==> src/rtl/mips_pkg.sv <==
// mips_pkg: shared definitions for the 5-stage MIPS core.
//   - opcode and ALUOp encodings used by the main control decoder
//   - control bundle layout (ctrl_t, NBITS_CTRL bits, MSB first:
//     RegDst, Branch, MemRead, MemToReg, MemWrite, ALUSrc, RegWrite, ALUOp[1:0])
//   - default datapath widths
//   - decode_opcode(): reference main-decoder mapping from opcode to controls
package mips_pkg;

    localparam int NBITS_DATA_DFLT = 32;
    localparam int NBITS_REG_DFLT  = 5;
    localparam int NBITS_CNT_DFLT  = 16;

    localparam logic [5:0] OP_LW    = 6'b100011;
    localparam logic [5:0] OP_SW    = 6'b101011;
    localparam logic [5:0] OP_BEQ   = 6'b000100;
    localparam logic [5:0] OP_RTYPE = 6'b000000;

    localparam logic [1:0] ALUOP_MEM   = 2'b00;
    localparam logic [1:0] ALUOP_BEQ   = 2'b01;
    localparam logic [1:0] ALUOP_RTYPE = 2'b10;

    localparam int NBITS_CTRL = 9;

    typedef struct packed {
        logic       reg_dst;
        logic       branch;
        logic       mem_read;
        logic       mem_to_reg;
        logic       mem_write;
        logic       alu_src;
        logic       reg_write;
        logic [1:0] alu_op;
    } ctrl_t;

    function automatic ctrl_t decode_opcode(input logic [5:0] op);
        ctrl_t c;
        c = '0;
        case (op)
            OP_RTYPE: begin
                c.reg_dst   = 1'b1;
                c.reg_write = 1'b1;
                c.alu_op    = ALUOP_RTYPE;
            end
            OP_LW: begin
                c.mem_read   = 1'b1;
                c.mem_to_reg = 1'b1;
                c.alu_src    = 1'b1;
                c.reg_write  = 1'b1;
                c.alu_op     = ALUOP_MEM;
            end
            OP_SW: begin
                c.mem_write = 1'b1;
                c.alu_src   = 1'b1;
                c.alu_op    = ALUOP_MEM;
            end
            OP_BEQ: begin
                c.branch = 1'b1;
                c.alu_op = ALUOP_BEQ;
            end
            default: c = '0;
        endcase
        return c;
    endfunction

endpackage

==> src/rtl/id_ex_pipeline_reg_if.sv <==
// id_ex_pipeline_reg_if: bundle of ID-side inputs and EX-side outputs of the
// ID/EX pipeline register.
//   slave  : the pipeline register itself (consumes i_*, drives o_*)
//   master : the surrounding core / testbench (drives i_*, consumes o_*)
interface id_ex_pipeline_reg_if #(
    parameter int NBITS_DATA = 32,
    parameter int NBITS_REG  = 5,
    parameter int NBITS_CNT  = 16
);
    logic                  i_Valid;
    logic                  i_RegDst, i_Branch, i_MemRead, i_MemToReg;
    logic                  i_MemWrite, i_ALUSrc, i_RegWrite;
    logic [1:0]            i_ALUOp;
    logic [NBITS_DATA-1:0] i_ReadData1, i_ReadData2, i_SignExt, i_PC4;
    logic [NBITS_REG-1:0]  i_Rs, i_Rt, i_Rd;
    logic [5:0]            i_Funct;
    logic                  i_Flush, i_Hold, i_ClrCount;

    logic                  o_Valid;
    logic                  o_RegDst, o_Branch, o_MemRead, o_MemToReg;
    logic                  o_MemWrite, o_ALUSrc, o_RegWrite;
    logic [1:0]            o_ALUOp;
    logic [NBITS_DATA-1:0] o_ReadData1, o_ReadData2, o_SignExt, o_PC4;
    logic [NBITS_REG-1:0]  o_Rs, o_Rt, o_Rd;
    logic [5:0]            o_Funct;
    logic                  o_StallIF;
    logic [NBITS_CNT-1:0]  o_BubbleCount;

    modport slave (
        input  i_Valid, i_RegDst, i_Branch, i_MemRead, i_MemToReg, i_MemWrite,
               i_ALUSrc, i_RegWrite, i_ALUOp, i_ReadData1, i_ReadData2,
               i_SignExt, i_PC4, i_Rs, i_Rt, i_Rd, i_Funct,
               i_Flush, i_Hold, i_ClrCount,
        output o_Valid, o_RegDst, o_Branch, o_MemRead, o_MemToReg, o_MemWrite,
               o_ALUSrc, o_RegWrite, o_ALUOp, o_ReadData1, o_ReadData2,
               o_SignExt, o_PC4, o_Rs, o_Rt, o_Rd, o_Funct,
               o_StallIF, o_BubbleCount
    );

    modport master (
        output i_Valid, i_RegDst, i_Branch, i_MemRead, i_MemToReg, i_MemWrite,
               i_ALUSrc, i_RegWrite, i_ALUOp, i_ReadData1, i_ReadData2,
               i_SignExt, i_PC4, i_Rs, i_Rt, i_Rd, i_Funct,
               i_Flush, i_Hold, i_ClrCount,
        input  o_Valid, o_RegDst, o_Branch, o_MemRead, o_MemToReg, o_MemWrite,
               o_ALUSrc, o_RegWrite, o_ALUOp, o_ReadData1, o_ReadData2,
               o_SignExt, o_PC4, o_Rs, o_Rt, o_Rd, o_Funct,
               o_StallIF, o_BubbleCount
    );

endinterface

==> src/rtl/load_use_detector.sv <==
// load_use_detector: combinational load-use hazard check between the
// instruction in ID and the one currently held in ID/EX.
//   i_Valid, i_RegDst, i_Branch, i_MemWrite, i_Rs, i_Rt : ID instruction
//   i_ExValid, i_ExMemRead, i_ExRt                      : ID/EX contents
//   i_Flush                                             : branch flush
//   o_Hazard  : a load in EX writes a register the ID instruction reads
//   o_StallIF : freeze PC and IF/ID (suppressed by a flush)
module load_use_detector
    import mips_pkg::*;
#(
    parameter int NBITS_REG = NBITS_REG_DFLT
) (
    input  logic                 i_Valid,
    input  logic                 i_RegDst,
    input  logic                 i_Branch,
    input  logic                 i_MemWrite,
    input  logic [NBITS_REG-1:0] i_Rs,
    input  logic [NBITS_REG-1:0] i_Rt,
    input  logic                 i_ExValid,
    input  logic                 i_ExMemRead,
    input  logic [NBITS_REG-1:0] i_ExRt,
    input  logic                 i_Flush,
    output logic                 o_Hazard,
    output logic                 o_StallIF
);

    logic uses_rt;
    logic rt_nonzero;
    logic rs_match;
    logic rt_match;

    // R-type, BEQ and SW read rt; LW writes rt rather than reading it.
    assign uses_rt    = i_RegDst | i_Branch | i_MemWrite;
    // $0 is hardwired, so a load targeting it can never create a dependency.
    assign rt_nonzero = |i_ExRt;
    assign rs_match   = (i_ExRt == i_Rs);
    assign rt_match   = uses_rt & (i_ExRt == i_Rt);

    assign o_Hazard  = i_Valid & i_ExValid & i_ExMemRead & rt_nonzero
                     & (rs_match | rt_match);
    assign o_StallIF = o_Hazard & ~i_Flush;

endmodule

==> src/rtl/id_ex_pipeline_reg.sv <==
// id_ex_pipeline_reg: ID/EX pipeline register of the 5-stage MIPS core.
//   i_clk, i_reset_n : clock (rising edge), async active-low reset
//   bus (slave)      : decoder controls, operands, indices, flush/hold/clear
//                      in; registered copies, o_StallIF and o_BubbleCount out
// Update priority per edge: flush > hold > load-use bubble > capture.
// Flush and bubble only zero valid and controls; data and index fields keep
// their old values, which is harmless because nothing downstream acts on them.
module id_ex_pipeline_reg
    import mips_pkg::*;
#(
    parameter int NBITS_DATA = NBITS_DATA_DFLT,
    parameter int NBITS_REG  = NBITS_REG_DFLT,
    parameter int NBITS_CNT  = NBITS_CNT_DFLT
) (
    input  logic                 i_clk,
    input  logic                 i_reset_n,
    id_ex_pipeline_reg_if.slave  bus
);

    localparam logic [NBITS_CNT-1:0] CNT_MAX = '1;
    localparam logic [NBITS_CNT-1:0] CNT_ONE = NBITS_CNT'(1);

    ctrl_t                 ctrl_in;
    ctrl_t                 ctrl_d,  ctrl_q;
    logic                  valid_d, valid_q;
    logic [NBITS_DATA-1:0] rd1_d,   rd1_q;
    logic [NBITS_DATA-1:0] rd2_d,   rd2_q;
    logic [NBITS_DATA-1:0] sext_d,  sext_q;
    logic [NBITS_DATA-1:0] pc4_d,   pc4_q;
    logic [NBITS_REG-1:0]  rs_d,    rs_q;
    logic [NBITS_REG-1:0]  rt_d,    rt_q;
    logic [NBITS_REG-1:0]  rd_d,    rd_q;
    logic [5:0]            funct_d, funct_q;
    logic [NBITS_CNT-1:0]  cnt_d,   cnt_q;
    logic                  hazard;
    logic                  bubble;

    assign ctrl_in = '{
        reg_dst:    bus.i_RegDst,
        branch:     bus.i_Branch,
        mem_read:   bus.i_MemRead,
        mem_to_reg: bus.i_MemToReg,
        mem_write:  bus.i_MemWrite,
        alu_src:    bus.i_ALUSrc,
        reg_write:  bus.i_RegWrite,
        alu_op:     bus.i_ALUOp
    };

    load_use_detector #(
        .NBITS_REG (NBITS_REG)
    ) u_load_use_detector (
        .i_Valid     (bus.i_Valid),
        .i_RegDst    (bus.i_RegDst),
        .i_Branch    (bus.i_Branch),
        .i_MemWrite  (bus.i_MemWrite),
        .i_Rs        (bus.i_Rs),
        .i_Rt        (bus.i_Rt),
        .i_ExValid   (valid_q),
        .i_ExMemRead (ctrl_q.mem_read),
        .i_ExRt      (rt_q),
        .i_Flush     (bus.i_Flush),
        .o_Hazard    (hazard),
        .o_StallIF   (bus.o_StallIF)
    );

    // Only an actual bubble insertion is counted; flush and hold mask it.
    assign bubble = hazard & ~bus.i_Flush & ~bus.i_Hold;

    always_comb begin
        valid_d = valid_q;
        ctrl_d  = ctrl_q;
        rd1_d   = rd1_q;
        rd2_d   = rd2_q;
        sext_d  = sext_q;
        pc4_d   = pc4_q;
        rs_d    = rs_q;
        rt_d    = rt_q;
        rd_d    = rd_q;
        funct_d = funct_q;

        if (bus.i_Flush) begin
            valid_d = 1'b0;
            ctrl_d  = '0;
        end else if (bus.i_Hold) begin
            valid_d = valid_q;
        end else if (hazard) begin
            valid_d = 1'b0;
            ctrl_d  = '0;
        end else begin
            valid_d = bus.i_Valid;
            // An invalid slot must never carry live controls into EX.
            ctrl_d  = bus.i_Valid ? ctrl_in : '0;
            rd1_d   = bus.i_ReadData1;
            rd2_d   = bus.i_ReadData2;
            sext_d  = bus.i_SignExt;
            pc4_d   = bus.i_PC4;
            rs_d    = bus.i_Rs;
            rt_d    = bus.i_Rt;
            rd_d    = bus.i_Rd;
            funct_d = bus.i_Funct;
        end
    end

    always_comb begin
        cnt_d = cnt_q;
        if (bus.i_ClrCount) begin
            cnt_d = '0;
        end else if (bubble && (cnt_q != CNT_MAX)) begin
            cnt_d = cnt_q + CNT_ONE;
        end
    end

    always_ff @(posedge i_clk or negedge i_reset_n) begin
        if (!i_reset_n) begin
            valid_q <= 1'b0;
            ctrl_q  <= '0;
            rd1_q   <= '0;
            rd2_q   <= '0;
            sext_q  <= '0;
            pc4_q   <= '0;
            rs_q    <= '0;
            rt_q    <= '0;
            rd_q    <= '0;
            funct_q <= '0;
            cnt_q   <= '0;
        end else begin
            valid_q <= valid_d;
            ctrl_q  <= ctrl_d;
            rd1_q   <= rd1_d;
            rd2_q   <= rd2_d;
            sext_q  <= sext_d;
            pc4_q   <= pc4_d;
            rs_q    <= rs_d;
            rt_q    <= rt_d;
            rd_q    <= rd_d;
            funct_q <= funct_d;
            cnt_q   <= cnt_d;
        end
    end

    assign bus.o_Valid       = valid_q;
    assign bus.o_RegDst      = ctrl_q.reg_dst;
    assign bus.o_Branch      = ctrl_q.branch;
    assign bus.o_MemRead     = ctrl_q.mem_read;
    assign bus.o_MemToReg    = ctrl_q.mem_to_reg;
    assign bus.o_MemWrite    = ctrl_q.mem_write;
    assign bus.o_ALUSrc      = ctrl_q.alu_src;
    assign bus.o_RegWrite    = ctrl_q.reg_write;
    assign bus.o_ALUOp       = ctrl_q.alu_op;
    assign bus.o_ReadData1   = rd1_q;
    assign bus.o_ReadData2   = rd2_q;
    assign bus.o_SignExt     = sext_q;
    assign bus.o_PC4         = pc4_q;
    assign bus.o_Rs          = rs_q;
    assign bus.o_Rt          = rt_q;
    assign bus.o_Rd          = rd_q;
    assign bus.o_Funct       = funct_q;
    assign bus.o_BubbleCount = cnt_q;

endmodule

==> src/flat_wrapper.sv <==
// flat-port wrapper written by rule: the top's interface ports become plain ports
module id_ex_pipeline_reg_flat import mips_pkg::*;
#(
    parameter int NBITS_DATA = NBITS_DATA_DFLT,
    parameter int NBITS_REG  = NBITS_REG_DFLT,
    parameter int NBITS_CNT  = NBITS_CNT_DFLT
)
  (i_clk, i_reset_n, bus_i_Valid, bus_i_RegDst, bus_i_Branch, bus_i_MemRead, bus_i_MemToReg, bus_i_MemWrite, bus_i_ALUSrc, bus_i_RegWrite, bus_i_ALUOp, bus_i_ReadData1, bus_i_ReadData2, bus_i_SignExt, bus_i_PC4, bus_i_Rs, bus_i_Rt, bus_i_Rd, bus_i_Funct, bus_i_Flush, bus_i_Hold, bus_i_ClrCount, bus_o_Valid, bus_o_RegDst, bus_o_Branch, bus_o_MemRead, bus_o_MemToReg, bus_o_MemWrite, bus_o_ALUSrc, bus_o_RegWrite, bus_o_ALUOp, bus_o_ReadData1, bus_o_ReadData2, bus_o_SignExt, bus_o_PC4, bus_o_Rs, bus_o_Rt, bus_o_Rd, bus_o_Funct, bus_o_StallIF, bus_o_BubbleCount);
  id_ex_pipeline_reg_if #(.NBITS_DATA(NBITS_DATA), .NBITS_REG(NBITS_REG), .NBITS_CNT(NBITS_CNT)) bus_i ();
  input  logic i_clk;
  input  logic i_reset_n;
  input wire logic [$bits(bus_i.i_Valid)-1:0] bus_i_Valid;
  input wire logic [$bits(bus_i.i_RegDst)-1:0] bus_i_RegDst;
  input wire logic [$bits(bus_i.i_Branch)-1:0] bus_i_Branch;
  input wire logic [$bits(bus_i.i_MemRead)-1:0] bus_i_MemRead;
  input wire logic [$bits(bus_i.i_MemToReg)-1:0] bus_i_MemToReg;
  input wire logic [$bits(bus_i.i_MemWrite)-1:0] bus_i_MemWrite;
  input wire logic [$bits(bus_i.i_ALUSrc)-1:0] bus_i_ALUSrc;
  input wire logic [$bits(bus_i.i_RegWrite)-1:0] bus_i_RegWrite;
  input wire logic [$bits(bus_i.i_ALUOp)-1:0] bus_i_ALUOp;
  input wire logic [$bits(bus_i.i_ReadData1)-1:0] bus_i_ReadData1;
  input wire logic [$bits(bus_i.i_ReadData2)-1:0] bus_i_ReadData2;
  input wire logic [$bits(bus_i.i_SignExt)-1:0] bus_i_SignExt;
  input wire logic [$bits(bus_i.i_PC4)-1:0] bus_i_PC4;
  input wire logic [$bits(bus_i.i_Rs)-1:0] bus_i_Rs;
  input wire logic [$bits(bus_i.i_Rt)-1:0] bus_i_Rt;
  input wire logic [$bits(bus_i.i_Rd)-1:0] bus_i_Rd;
  input wire logic [$bits(bus_i.i_Funct)-1:0] bus_i_Funct;
  input wire logic [$bits(bus_i.i_Flush)-1:0] bus_i_Flush;
  input wire logic [$bits(bus_i.i_Hold)-1:0] bus_i_Hold;
  input wire logic [$bits(bus_i.i_ClrCount)-1:0] bus_i_ClrCount;
  output wire logic [$bits(bus_i.o_Valid)-1:0] bus_o_Valid;
  output wire logic [$bits(bus_i.o_RegDst)-1:0] bus_o_RegDst;
  output wire logic [$bits(bus_i.o_Branch)-1:0] bus_o_Branch;
  output wire logic [$bits(bus_i.o_MemRead)-1:0] bus_o_MemRead;
  output wire logic [$bits(bus_i.o_MemToReg)-1:0] bus_o_MemToReg;
  output wire logic [$bits(bus_i.o_MemWrite)-1:0] bus_o_MemWrite;
  output wire logic [$bits(bus_i.o_ALUSrc)-1:0] bus_o_ALUSrc;
  output wire logic [$bits(bus_i.o_RegWrite)-1:0] bus_o_RegWrite;
  output wire logic [$bits(bus_i.o_ALUOp)-1:0] bus_o_ALUOp;
  output wire logic [$bits(bus_i.o_ReadData1)-1:0] bus_o_ReadData1;
  output wire logic [$bits(bus_i.o_ReadData2)-1:0] bus_o_ReadData2;
  output wire logic [$bits(bus_i.o_SignExt)-1:0] bus_o_SignExt;
  output wire logic [$bits(bus_i.o_PC4)-1:0] bus_o_PC4;
  output wire logic [$bits(bus_i.o_Rs)-1:0] bus_o_Rs;
  output wire logic [$bits(bus_i.o_Rt)-1:0] bus_o_Rt;
  output wire logic [$bits(bus_i.o_Rd)-1:0] bus_o_Rd;
  output wire logic [$bits(bus_i.o_Funct)-1:0] bus_o_Funct;
  output wire logic [$bits(bus_i.o_StallIF)-1:0] bus_o_StallIF;
  output wire logic [$bits(bus_i.o_BubbleCount)-1:0] bus_o_BubbleCount;
  assign bus_i.i_Valid = bus_i_Valid;
  assign bus_i.i_RegDst = bus_i_RegDst;
  assign bus_i.i_Branch = bus_i_Branch;
  assign bus_i.i_MemRead = bus_i_MemRead;
  assign bus_i.i_MemToReg = bus_i_MemToReg;
  assign bus_i.i_MemWrite = bus_i_MemWrite;
  assign bus_i.i_ALUSrc = bus_i_ALUSrc;
  assign bus_i.i_RegWrite = bus_i_RegWrite;
  assign bus_i.i_ALUOp = bus_i_ALUOp;
  assign bus_i.i_ReadData1 = bus_i_ReadData1;
  assign bus_i.i_ReadData2 = bus_i_ReadData2;
  assign bus_i.i_SignExt = bus_i_SignExt;
  assign bus_i.i_PC4 = bus_i_PC4;
  assign bus_i.i_Rs = bus_i_Rs;
  assign bus_i.i_Rt = bus_i_Rt;
  assign bus_i.i_Rd = bus_i_Rd;
  assign bus_i.i_Funct = bus_i_Funct;
  assign bus_i.i_Flush = bus_i_Flush;
  assign bus_i.i_Hold = bus_i_Hold;
  assign bus_i.i_ClrCount = bus_i_ClrCount;
  assign bus_o_Valid = bus_i.o_Valid;
  assign bus_o_RegDst = bus_i.o_RegDst;
  assign bus_o_Branch = bus_i.o_Branch;
  assign bus_o_MemRead = bus_i.o_MemRead;
  assign bus_o_MemToReg = bus_i.o_MemToReg;
  assign bus_o_MemWrite = bus_i.o_MemWrite;
  assign bus_o_ALUSrc = bus_i.o_ALUSrc;
  assign bus_o_RegWrite = bus_i.o_RegWrite;
  assign bus_o_ALUOp = bus_i.o_ALUOp;
  assign bus_o_ReadData1 = bus_i.o_ReadData1;
  assign bus_o_ReadData2 = bus_i.o_ReadData2;
  assign bus_o_SignExt = bus_i.o_SignExt;
  assign bus_o_PC4 = bus_i.o_PC4;
  assign bus_o_Rs = bus_i.o_Rs;
  assign bus_o_Rt = bus_i.o_Rt;
  assign bus_o_Rd = bus_i.o_Rd;
  assign bus_o_Funct = bus_i.o_Funct;
  assign bus_o_StallIF = bus_i.o_StallIF;
  assign bus_o_BubbleCount = bus_i.o_BubbleCount;
  id_ex_pipeline_reg #(.NBITS_DATA(NBITS_DATA), .NBITS_REG(NBITS_REG), .NBITS_CNT(NBITS_CNT)) u_core (.i_clk(i_clk), .i_reset_n(i_reset_n), .bus(bus_i));
endmodule
==> config.mk <==
export PLATFORM = sky130hd
export DESIGN_NAME = id_ex_pipeline_reg_flat
export DESIGN_NICKNAME = d
export VERILOG_FILES = /design/src/rtl/mips_pkg.sv /design/src/rtl/id_ex_pipeline_reg_if.sv /design/src/rtl/load_use_detector.sv /design/src/rtl/id_ex_pipeline_reg.sv /design/src/flat_wrapper.sv
export SDC_FILE = /design/constraint.sdc
export NUM_CORES = 1
export LEC_CHECK = 0
export ABC_AREA = 1
export BUFFER_PORTS_ARGS = -buffer_cell sky130_fd_sc_hd__buf_2
export CORE_AREA = 4 4 142 144
export CTS_BUF_LIST = sky130_fd_sc_hd__clkbuf_4
export CTS_CLUSTER_SIZE = 30
export DETAILED_ROUTE_END_ITERATION = 10
export DIE_AREA = 0 0 146 148
export PLACE_DENSITY = 0.72
export SLEW_MARGIN = 20
export SYNTH_ARGS = -nofsm -noshare
export SYNTH_HDL_FRONTEND = slang
export SYNTH_SLANG_ARGS = --single-unit
export TNS_END_PERCENT = 30
==> constraint.sdc <==
create_clock -name i_clk -period 1.5 [get_ports i_clk]
set_input_delay 0.15 -clock i_clk [delete_from_list [all_inputs] [get_ports i_clk]]
set_output_delay 0.15 -clock i_clk [all_outputs]
set_load 0.05 [all_outputs]
* Yosys cells after proc, flatten, opt, wreduce, memory -nomap -nowiden
Cells that the tools add are included. Widths: inputs -> output; s select.
Cells by class: add/sub/neg operators 1, equal/unequal tests 4, mux-type cells 9, bitwise gates (word level) 13, reductions and logical operators 4
Operators by type and width (number):
- $mux 9 | 4
- $mux 16 | 2
- $add 16x1->16 const B | 1
- $ne 16x16->1 const B | 1
- $eq 5x5->1 | 2
- $and 1x1->1 | 7
- $reduce_or 5->1 | 1
- $mux 1 | 3
- $not 1->1 | 3
- $or 1x1->1 | 3
- $reduce_and 3->1 | 1
- $ne 2x2->1 const B | 1
- $reduce_bool 2->1 | 1
- $logic_and 1x1->1 | 1
Storage, ports and cells: register bits after elaboration 175, input port bits 164, output and inout bits 176, word-level logic and storage cells 49

* Longest topological paths before layout
depth after elaboration 10, depth in mapped cells 12, gate-level depth less buffers 12

* By module
From an unflattened synthesis, not the netlist that was laid out.
Second synthesis, totals: cell total of the unflattened synthesis 887, area, all modules 7262.0 µm²
By module, submodules not included:
- id_ex_pipeline_reg | instances 1, cells an instance 829, area each 7023.0 µm², seq. area each 4379.2 µm²
- load_use_detector | instances 1, cells an instance 58, area each 239.0 µm², seq. area each 0.0 µm²

* Worst setup path before layout
OpenSTA, ideal clock, no wires.
path type reg2reg, from register u_core.cnt_q[1], in the netlist u_core.bus.o_BubbleCount[1], to register u_core.cnt_q[10], in the netlist u_core.bus.o_BubbleCount[10], library setup time 0.119 ns, data arrival time 1.848 ns, data required time 1.381 ns, slack -0.467 ns, stages on the path, launching flop included 12, buffers on the path 1, clock period less this slack 1.967 ns, cell sequence dfrtp_1 ha_1 nand2_1 inv_1 nand2_1 nor2_1 nand4_1 nand2_1 nor2_4 buf_2 nand3_1 nand2_1
On the way: word-level cells in the longest chain between the ends 3, elaborated cells between the ends (all ways) 6, those cells by class add/sub (1); eq/ne (1); mux (2); reduce/logical (2)
Ends and longest elaborated chain:
- from (decl) | line id_ex_pipeline_reg.sv:34 | logic [NBITS_CNT-1:0] cnt_d, cnt_q;
- from (signal assigned) | line id_ex_pipeline_reg.sv:137 | cnt_q <= cnt_d;
- $add 16x1->16 / $ne 16x16->1 (equally long branches) | line id_ex_pipeline_reg.sv:109, id_ex_pipeline_reg.sv:108
- $mux 16 / $logic_and 1x1->1 (equally long branches) | line id_ex_pipeline_reg.sv:108 | end else if (bubble && (cnt_q != CNT_MAX)) begin
- $mux 16 / $reduce_bool 2->1 (equally long branches)
Parallel ways exist; a longest one is shown, timed or not. The select of a mux whose other input is x is not followed. A chain may end at the register's enable or synchronous reset.

* Worst setup path in the final report
from register u_core.rt_q[2], in the netlist u_core.bus.o_Rt[2], to output bus_o_StallIF
On the way: word-level cells in the longest chain between the ends 5, elaborated cells between the ends (all ways) 8, those cells by class eq/ne (2); bitwise (5); reduce/logical (1)
Ends and longest elaborated chain:
- from (decl) | line id_ex_pipeline_reg.sv:31 | logic [NBITS_REG-1:0] rt_d, rt_q;
- from (signal assigned) | line id_ex_pipeline_reg.sv:134 | rt_q <= rt_d;
- $eq 5x5->1 | line load_use_detector.sv:37 | assign rt_match = uses_rt & (i_ExRt == i_Rt);
- $and 1x1->1 | line load_use_detector.sv:37
- $or 1x1->1 | line load_use_detector.sv:40 | & (rs_match | rt_match);
- $and 1x1->1 (*) | line load_use_detector.sv:40
- $and 1x1->1 (*) | line load_use_detector.sv:41 | assign o_StallIF = o_Hazard & ~i_Flush;
- to (decl) | line flat_wrapper.sv:49 | output wire logic [$bits(bus_i.o_StallIF)-1:0] bus_o_StallIF;
Mark *: on every way between the ends. The rest lies on a longest branch, timed or not.

==> summary.md <==
| Metric | Value |
|---|---|
| CP peak stage delay | 0.46 ns |
| Worst Tran Pin Value | 0.427 ns |
| Most frequent CP cell | nand2_1 |
| XOR/XNOR share of the synthesized area | 0.0117 |
| Post-Route WL | 28.0 mm |
| Core ar. | 18700 sq um |
| Primary FF master, synth | dfrtp_1 |
| Power per cell area | 1000 nW/um^2 |
| I/O Pins | 340 |
| Initial antenna violation count | 2 |
| Post-synthesis simple-gate area fraction | 0.324 |
| Setup TNS | -56.23 ns |
| Number of synthesized flops with an enable pin | 0 |
| Post-synthesis register bit count | 175 |
| Worst clock skew | 0.0243 ns |
| Crit path capture type | output port |
| Drt pass-1 iters | 5 |
| Port Buffers | 339 |
| Required @ worst endpoint | 1.35 ns |
| Sink Count | 175 |
| Syn. warnings | 0 |
| Crit-path cells | nand2_1 > nand2_1 > nor2_1 > nand3_2 > nand2_2 > nand3_4 > inv_4 > buf_8 |
| Chip Width | 146 microns |
| Clock buffer depth | 2 |
| TritonCTS Buffers | 17 |
| Compound-Gate Fraction of Synth Area | 0.0154 |
| First DRT Iteration DRCs | 412 |
| Largest family of logic cells by synthesized area | simple AND/OR/NAND/NOR gates |
| Synth Instances | 882 |
| Grt ovf | 0 |
| Final GP Congestion | 0.908 |
| Clk slew on worst S/H paths | 0.16 ns |
| Vias | 8299 |
| Fmax | 0.510 GHz |
| P&R area growth vs syn | 63.6% |
| Failing checks | setup timing |
| Die Ht | 148 microns |
| Total GRT Usage | 0.256 |
| Critical Path Start Type | flip-flop |
| WL/cell | 16.8 microns |
| CP Class | flip-flop to output port |
| Final HPWL DP | 16.8 mm |
| Post-synthesis async set-or-reset flop share | 1.00 |
| Final Cycle Share | 1.31 |
| Sequential fraction of the synthesis area | 0.586 |
| Clock tree from TritonCTS | done |
| Worst hold path type | input pin to asynchronous set/reset pin |
| Static Leak | 6.85 nW |
| Maximum Capacitance Violations | 0 |
| Final setup viols | 176 |
| Synth Cell Area | 7470 sq um |
| Largest net degree at the start of global routing | 96 |
| DRC | 0 |
| Unrepaired setup endpoints after global routing | true |
| Root buffer cell | clkbuf_4 |
| Standard-cell rows | 50 |
| Post-placement setup slack | -0.113 ns |
| Die Area | 21600 sq um |
| CP max stage cell | dfrtp_2 |
| Mean post-synth cell area | 8.47 sq um |
| Slew margin rel. | 0.715 |
| Power Total | 12.3 mW |
| Worst vdd ir | 604 uV |
| Arrival time at the worst endpoint | 1.81 ns |
| Clk_lat worst skew | 0.57 ns |
| Final hold vios | 0 |
| Slew Limit Fails | 0 |
| Outcome | finished with violations |
| Share of cells above drive strength 1 | 0.337 |
| Global-route wire length before repair | 44.6 mm |
| Vias per inst | 4.97 |
| Synth cell types | 22 |
| Min Tclk post-route | 1.96 ns |
| Adder-cell share of the synthesized area | 0.00167 |
| Starting Density | 0.400 |
| Detail Route Antenna Nets | 0 |
| Syn_nets | 1047 |
| Final worst setup slack | -0.462 ns |
| Multiplexer share of the synthesized area | 0 |
| Final Net Count | 1587 |
| Max FO, Critical Path | 4 |
| H-tree depth | 4 |
| Number of global-route vias before repair | 8665 |
## registers in the layout, indices dropped and copies added (netlist names), 2 cells and up
register                  cells
u_core.bus.o_Rd               5
u_core.bus.o_BubbleCount     16
u_core.bus.o_ReadData2       32
u_core.bus.o_Rs               5
u_core.bus.o_Funct            6
u_core.bus.o_Rt               5
u_core.bus.o_PC4             32
u_core.bus.o_ALUOp            2
u_core.bus.o_SignExt         32
u_core.bus.o_ReadData1       32
## power breakdown
group	switching [mW]	leakage, nW	internal (mW)	total [mW]
clock	1.72	0.144	0.872	2.59
sequential	0.310	2.18	5.23	5.54
combinational	2.95	4.53	1.19	4.14
total	4.98	6.85	7.29	12.3
## area by class of cell
class / count / area (sq um)
antenna: 2 / 5.00
clock inverter: 14 / 131
fill: 1386 / 6480
multi-input combinational: 607 / 2740
timing repair buffer: 574 / 4340
clock buffer: 18 / 135
sequential: 175 / 4400
inverter: 47 / 179
tap: 234 / 293
## placed cells by master, fill, tap and decap left out, types with 4 or more instances in the layout
cell,instances
nand2_1,346
buf_2,317
nand3_1,187
dlygate4sd3_1,162
dfrtp_1,158
buf_4,48
inv_1,40
clkbuf_4,25
buf_12,19
o21ai_0,18
dfrtp_2,17
nor2_1,16
buf_6,13
inv_2,6
xnor2_1,6
nand4_1,5
inv_6,5
nor2_4,4
xor2_1,4
## layer usage
| layer | vias to the layer above | share of wire | track usage |
|---|---|---|---|
| met5 | - | 0 | 0 |
| met4 | 0 | 0.051 | 0.143 |
| met3 | 118 | 0.067 | 0.0622 |
| met2 | 414 | 0.50 | 0.430 |
| met1 | 3870 | 0.38 | 0.302 |
| li1 | 3897 | - | - |
## worst paths after layout
check                           slack (ns)  cells past startpoint                                 start                                 endpoint
worst max-delay path                 -0.46                      8        u_core.bus.o_Rt[2]$_DFFE_PN0P_                            bus_o_StallIF
worst min-delay path                  0.05                      2                             i_reset_n   u_core.bus.o_ReadData2[24]$_DFFE_PN0P_
worst max register to register       -0.44                     12        u_core.bus.o_Rt[2]$_DFFE_PN0P_   u_core.bus.o_ReadData1[20]$_DFFE_PN0P_
worst min register to register        0.48                      2  u_core.bus.o_SignExt[29]$_DFFE_PN0P_     u_core.bus.o_SignExt[29]$_DFFE_PN0P_
max in group asynchronous             0.84                      3                             i_reset_n   u_core.bus.o_ReadData1[12]$_DFFE_PN0P_
min in group i_clk                    0.09                      5                        bus_i_ClrCount  u_core.bus.o_BubbleCount[6]$_DFFE_PN0P_
## synth_stat cells, types with 2 or more instances
cell type | count | share of area
a21oi_1 | 2 | 0.0013
buf_4 | 11 | 0.011
nor2_1 | 21 | 0.011
clkbuf_1 | 19 | 0.0095
buf_1 | 2 | 0.0010
nor3_1 | 2 | 0.0013
nand4_1 | 5 | 0.0042
buf_2 | 21 | 0.014
xnor2_1 | 6 | 0.0070
nand2_1 | 349 | 0.18
inv_2 | 3 | 0.0015
xor2_1 | 4 | 0.0047
nand2_2 | 3 | 0.0025
dfrtp_1 | 175 | 0.59
inv_1 | 44 | 0.022
nand3_1 | 189 | 0.13
o21ai_0 | 21 | 0.014
## critical path, delay by kind of cell (launching register included)
kind	cells	cell delay, ns
AND/OR/NAND/NOR	6	0.57
flip-flops	1	0.46
buffers and inverters	2	0.21
## what timing repair did
item / 4_1_cts / 5_1_grt
pin swaps: 3 / 6
resized for setup: 40 / 17
hold buffers: 162 / 0
cloned: 4 / 0
endpoints found under the hold margin: 334 / 0
setup endpoints to repair: 189 / 195
buffers inserted: 7 / 1
## cells by family after synthesis
group,after synthesis
adder cells (fa/ha/maj),1
flip-flops,175
buffers and inverters,101
AND/OR/NAND/NOR,572
XOR/XNOR,10
AO/OA/AOI/OAI,23
## metrics by stage
stage	hold slack, ns	cell area, sq um	cells	utilization
3_5_place_dp	0.103	9960	1463	0.532
2_1_floorplan	-0.146	7620	882	-
4_1_cts	0.00997	12200	1668	0.651
3_3_place_gp	0.0951	9960	1463	0.532
6_report	0.0480	12200	1671	0.654
5_1_grt	0.0447	12200	1671	0.654
Power figures use the tool's default switching activity.
